$ cat src/rtl/conv_puncture_encoder_if.sv
`default_nettype none
// +----------------------------------------------------------------------------+
// | conv_puncture_encoder_if : serial data-in / coded-bit-out handshake bundle |
// | Rev 1.0                                                                    |
// +----------------------------------------------------------------------------+
interface conv_puncture_encoder_if;
  logic       i_start;
  logic [1:0] i_rate;
  logic       i_data;
  logic       i_valid;
  logic       o_ready;
  logic       o_data;
  logic       o_valid;

  modport master (
    output i_start, i_rate, i_data, i_valid,
    input  o_ready, o_data, o_valid
  );

  modport slave (
    input  i_start, i_rate, i_data, i_valid,
    output o_ready, o_data, o_valid
  );
endinterface
`default_nettype wire

$ cat src/rtl/conv_puncture_encoder.sv
`default_nettype none
// +----------------------------------------------------------------------------+
// | conv_puncture_encoder : K=7 (133/171) serial encoder, 2/3 and 3/4 puncture |
// | Option macro: CONV_PUNCTURE_EN (undefined -> every rate encodes at 1/2)    |
// | Rev 1.0                                                                    |
// +----------------------------------------------------------------------------+
module conv_puncture_encoder (
  input wire                     clk,
  input wire                     rst_n,
  conv_puncture_encoder_if.slave bus
);

  logic [5:0] r_s;
  logic [1:0] r_count;
  logic       r_q0;
  logic       r_q1;

  logic       w_ready;
  logic       w_accept;
  logic       w_a;
  logic       w_b;
  logic       w_keep_a;
  logic       w_keep_b;

  assign w_ready  = (r_count <= 2'd1) && !bus.i_start;
  assign w_accept = bus.i_valid && w_ready;
  assign w_a      = bus.i_data ^ r_s[1] ^ r_s[2] ^ r_s[4] ^ r_s[5];
  assign w_b      = bus.i_data ^ r_s[0] ^ r_s[1] ^ r_s[2] ^ r_s[5];

`ifdef CONV_PUNCTURE_EN
  logic [1:0] r_rate;
  logic [1:0] r_ph;
  logic       w_ph_last;

  always_ff @(posedge clk or negedge rst_n) begin
    if (!rst_n) begin
      r_rate <= 2'b00;
      r_ph   <= 2'd0;
    end else if (bus.i_start) begin
      r_rate <= bus.i_rate;
      r_ph   <= 2'd0;
    end else if (w_accept) begin
      r_ph   <= w_ph_last ? 2'd0 : r_ph + 2'd1;
    end
  end

  // Rate code 11 falls into the default arm and encodes at 1/2.
  always_comb begin
    w_keep_a  = 1'b1;
    w_keep_b  = 1'b1;
    w_ph_last = 1'b1;
    case (r_rate)
      2'b01: begin
        w_ph_last = (r_ph == 2'd1);
        w_keep_b  = (r_ph == 2'd0);
      end
      2'b10: begin
        w_ph_last = (r_ph == 2'd2);
        w_keep_a  = (r_ph != 2'd2);
        w_keep_b  = (r_ph != 2'd1);
      end
      default: ;
    endcase
  end
`else
  logic w_unused_rate;

  assign w_unused_rate = ^bus.i_rate;
  assign w_keep_a      = 1'b1;
  assign w_keep_b      = 1'b1;
`endif

  // An accept only happens with count<=1, and that entry drains on the same
  // edge, so the kept bits always land in an empty FIFO.
  always_ff @(posedge clk or negedge rst_n) begin
    if (!rst_n) begin
      r_s     <= 6'd0;
      r_count <= 2'd0;
      r_q0    <= 1'b0;
      r_q1    <= 1'b0;
    end else if (bus.i_start) begin
      r_s     <= 6'd0;
      r_count <= 2'd0;
    end else if (w_accept) begin
      r_s     <= {r_s[4:0], bus.i_data};
      r_q0    <= w_keep_a ? w_a : w_b;
      r_q1    <= w_b;
      r_count <= {1'b0, w_keep_a} + {1'b0, w_keep_b};
    end else if (r_count != 2'd0) begin
      r_q0    <= r_q1;
      r_count <= r_count - 2'd1;
    end
  end

  assign bus.o_ready = w_ready;
  assign bus.o_valid = (r_count != 2'd0);
  assign bus.o_data  = (r_count != 2'd0) && r_q0;

endmodule
`default_nettype wire
$ cat src/flat_wrapper.sv
// flat-port wrapper written by rule: the top's interface ports become plain ports
module conv_puncture_encoder_flat 
  (clk, rst_n, bus_i_start, bus_i_rate, bus_i_data, bus_i_valid, bus_o_ready, bus_o_data, bus_o_valid);
  conv_puncture_encoder_if bus_i ();
  input wire clk;
  input wire rst_n;
  input wire logic [$bits(bus_i.i_start)-1:0] bus_i_start;
  input wire logic [$bits(bus_i.i_rate)-1:0] bus_i_rate;
  input wire logic [$bits(bus_i.i_data)-1:0] bus_i_data;
  input wire logic [$bits(bus_i.i_valid)-1:0] bus_i_valid;
  output wire logic [$bits(bus_i.o_ready)-1:0] bus_o_ready;
  output wire logic [$bits(bus_i.o_data)-1:0] bus_o_data;
  output wire logic [$bits(bus_i.o_valid)-1:0] bus_o_valid;
  assign bus_i.i_start = bus_i_start;
  assign bus_i.i_rate = bus_i_rate;
  assign bus_i.i_data = bus_i_data;
  assign bus_i.i_valid = bus_i_valid;
  assign bus_o_ready = bus_i.o_ready;
  assign bus_o_data = bus_i.o_data;
  assign bus_o_valid = bus_i.o_valid;
  conv_puncture_encoder u_core (.clk(clk), .rst_n(rst_n), .bus(bus_i));
endmodule
$ cat config.mk
export PLATFORM = sky130hd
export DESIGN_NAME = conv_puncture_encoder_flat
export DESIGN_NICKNAME = d
export VERILOG_FILES = /design/src/rtl/conv_puncture_encoder_if.sv /design/src/rtl/conv_puncture_encoder.sv /design/src/flat_wrapper.sv
export SDC_FILE = /design/constraint.sdc
export NUM_CORES = 1
export LEC_CHECK = 0
export CAP_MARGIN = 0
export CORE_AREA = 2 2 39 41
export CTS_CLUSTER_SIZE = 16
export DETAILED_ROUTE_END_ITERATION = 8
export DIE_AREA = 0 0 41 43
export HOLD_SLACK_MARGIN = 0.15
export PLACE_DENSITY = 0.74
export SYNTH_ARGS = -nofsm -noshare
export SYNTH_HDL_FRONTEND = slang
export SYNTH_SLANG_ARGS = --single-unit
$ cat constraint.sdc
create_clock -name clk -period 5.05 [get_ports clk]
set_clock_uncertainty 0.2 [all_clocks]
set_input_delay 1.01 -clock clk [delete_from_list [all_inputs] [get_ports clk]]
set_output_delay 1.01 -clock clk [all_outputs]
set_load 0.1 [all_outputs]
==> impl_metrics.tcl <==
set metrics [dict create \
    synth_seq_cells 10 \
    synth_top_cell_area_share 0.4396 \
    place_congestion 0.6210 \
    final_common_cell "dfrtp_1" \
    cp_num_cells 4 \
    path_cells "inv_1 -> ha_1 -> nor2b_1 -> clkdlybuf4s50_1" \
    cts_tree "yes" \
    fin_crit_sh 0.6800 \
    grt_pass1_wl_um 1545 \
    path_class "register to primary output" \
    p_leak_uw 0.0003515 \
    layout_common_cells "10 x dfrtp_1, 6 x clkdlybuf4s50_1, 5 x nor2b_1" \
    clk-insertion-delay-late_ns 0.26 \
    cp.arrival_ns 2.22 \
    detail_route.vias_per_cell 4.831 \
    clockBufferDepth 2 \
    end_kind "primary output" \
    fillers 135 \
    h-tree-depth 1 \
    outcome "completed" \
    dieArea_sq_um 1763 \
    fin_util 0.4910 \
    synth_cell_type_count 18 \
    finalSetupViolCount 0 \
    rsz0062_at_grt "no" \
    start_util 0.4114 \
    area_growth_pct 19.34 \
    drc 0 \
    grt_usage 0.1327 \
    yosys-top-cells-area "dfrtp_1 44%, mux2_2 7.9%, xnor3_1 7.9%" \
    wl_per_cell_um 11.37 \
    maxClockFrequency_mhz 291.2 \
    synth_area_leader_cell "dfrtp_1" \
    die_w_um 41 \
    synthesis.instances 45 \
    cts_buffers 3 \
    syn_nets 54 \
    crit_end "bus_o_data" \
    dr.pass1.iters 2 \
    antenna_found_initial 0 \
    yosys_warnings 0 \
    cts_setup_buffers 0 \
    route.vias.total 343 \
    root_buffer "clkbuf_4" \
    cp_slowest_cell "clkdlybuf4s50_1" \
    syn_avg_cell_area_sq_um 12.65 \
    cp-startpoint "u_core.r_count[0]" \
    drv_slew 0 \
    r2r-end "u_core.r_s[5]" \
    drt-total-wl_um 807 \
    grt_max_degree 11 \
    maxCapViolCount 0 \
    pwr_density_cell_nw_per_um2 528.7 \
    tightest_slew_ns 0.9580 \
    r2r-start "u_core.r_count[0]" \
    ys_seq_area_frac 0.4396 \
    crit_fanout 6 \
    ff2ff_setup_slack_ns 3.34 \
    rows 14 \
    max_stage_delay_ns 1.13 \
    nets 66 \
    syn_area_sq_um 569.3 \
    fin_setup_tns_ns 0 \
    cp_top_family "buffers and inverters" \
    power_uw 359.2 \
    dpl_worst_slack_ns 1.655 \
    path_buf_inv 2 \
    ctsResizeCount 0 \
    ios 10 \
    finalHoldViolCount 0 \
    fin_crit_ns 3.434 \
    path_clk_slew_ns 0.06 \
    cp.required_ns 3.84 \
    grt_pass1_vias 341 \
    drive_gt1_frac 0.2000 \
    ir_drop_v 0.0002331 \
    worstRegToRegCells 3 \
    portBuffers 7 \
    min_path_type "register to register" \
    num_antenna_cells 0 \
    fin_ws_ns 1.616 \
    die_y_um 43 \
    dp_hpwl_um 605.9 \
    fp.coreArea_sq_um 1384 \
    dr.first_iter.drc_count 4 \
    final_antenna_net_count 0 \
    cts_hold_buf 0 \
    clock-sinks 10 \
    grt-ovfl-total 0 \
    cp-start-kind "register" \
    relSlewSlack 0.3594 \
]
==> final cells by class <==
type                            count  area, sq um  share of cell area
Multi-Input combinational cell     30        300.3              0.4420
Sequential cell                    10        250.2              0.3683
Timing Repair Buffer                7        67.56             0.09945
Clock buffer                        3        22.52             0.03315
Tap cell                           16        20.02             0.02947
Inverter                            5        18.77             0.02762
==> cells by family after synthesis <==
group	Yosys count	share of synthesized area
AND/OR/NAND/NOR	10	0.1055
flip-flops	10	0.4396
multiplexers	9	0.1714
XOR/XNOR	5	0.1385
buffers and inverters	5	0.03295
AO/OA/AOI/OAI	4	0.06812
adder cells (fa/ha/maj)	2	0.04395
==> stage by stage <==
step / instances / hold WS [ns] / cell area [sq um]
3_5_place_dp: 68 / 0.2826 / 656.9
5_1_grt: 71 / 0.3242 / 679.4
2_1_floorplan: 45 / 0.2513 / 569.3
3_3_place_gp: 68 / 0.2702 / 656.9
4_1_cts: 71 / 0.2948 / 679.4
6_report: 71 / 0.2860 / 679.4
==> layer usage <==
layer / wire (um) / GRT usage / share of wire / vias to the layer above
met5: 0 / 0 / 0 / -
li1: - / - / - / 171
met3: 28 / 0.03141 / 0.035 / 0
met1: 371 / 0.1812 / 0.46 / 166
met4: 0 / 0.08000 / 0 / 0
met2: 407 / 0.1844 / 0.50 / 6
==> cells in the mapped netlist (all sizes together) <==
cell,n
a21oi,1
and2b,2
and3,1
dfrtp,10
ha,2
inv,5
mux2,6
mux2i,3
nor2,2
nor2b,5
o211ai,1
o21a,1
o21ai,1
xnor2,3
xnor3,2
==> power breakdown <==
| group | switching, uW | internal [uW] | total, uW | leakage, uW |
|---|---|---|---|---|
| combinational | 134 | 64.7 | 199 | 0.000206 |
| clock | 24.7 | 27.4 | 52.1 | 0.0000138 |
| sequential | 10.6 | 97.7 | 108 | 0.000132 |
| total | 169 | 190 | 359 | 0.000351 |
==> worst min-delay path by stage <==
stage / start / endpoint / cells past startpoint
floorplan: u_core.r_s[3] / u_core.r_s[4] / 1
global placement: u_core.r_s[3] / u_core.r_s[4] / 1
detailed placement: u_core.r_s[3] / u_core.r_s[4] / 1
CTS: u_core.r_s[3] / u_core.r_s[4] / 1
global route: u_core.r_s[3] / u_core.r_s[4] / 1
finish: u_core.r_s[3] / u_core.r_s[4] / 1
==> flip-flops by register name, summed over array words and instances (netlist names) <==
| signal | cells |
|---|---|
| u_core.r_count | 2 |
| u_core.r_s | 6 |
| u_core.r_q0 | 1 |
| u_core.r_q1 | 1 |
==> worst reg2reg max path, stage by stage, from the launching register on <==
cell and delay, ns:
dfrtp_1 0.40, ha_1 0.25, o211ai_4 0.36, mux2_2 0.39
Power figures use the tool's default switching activity.
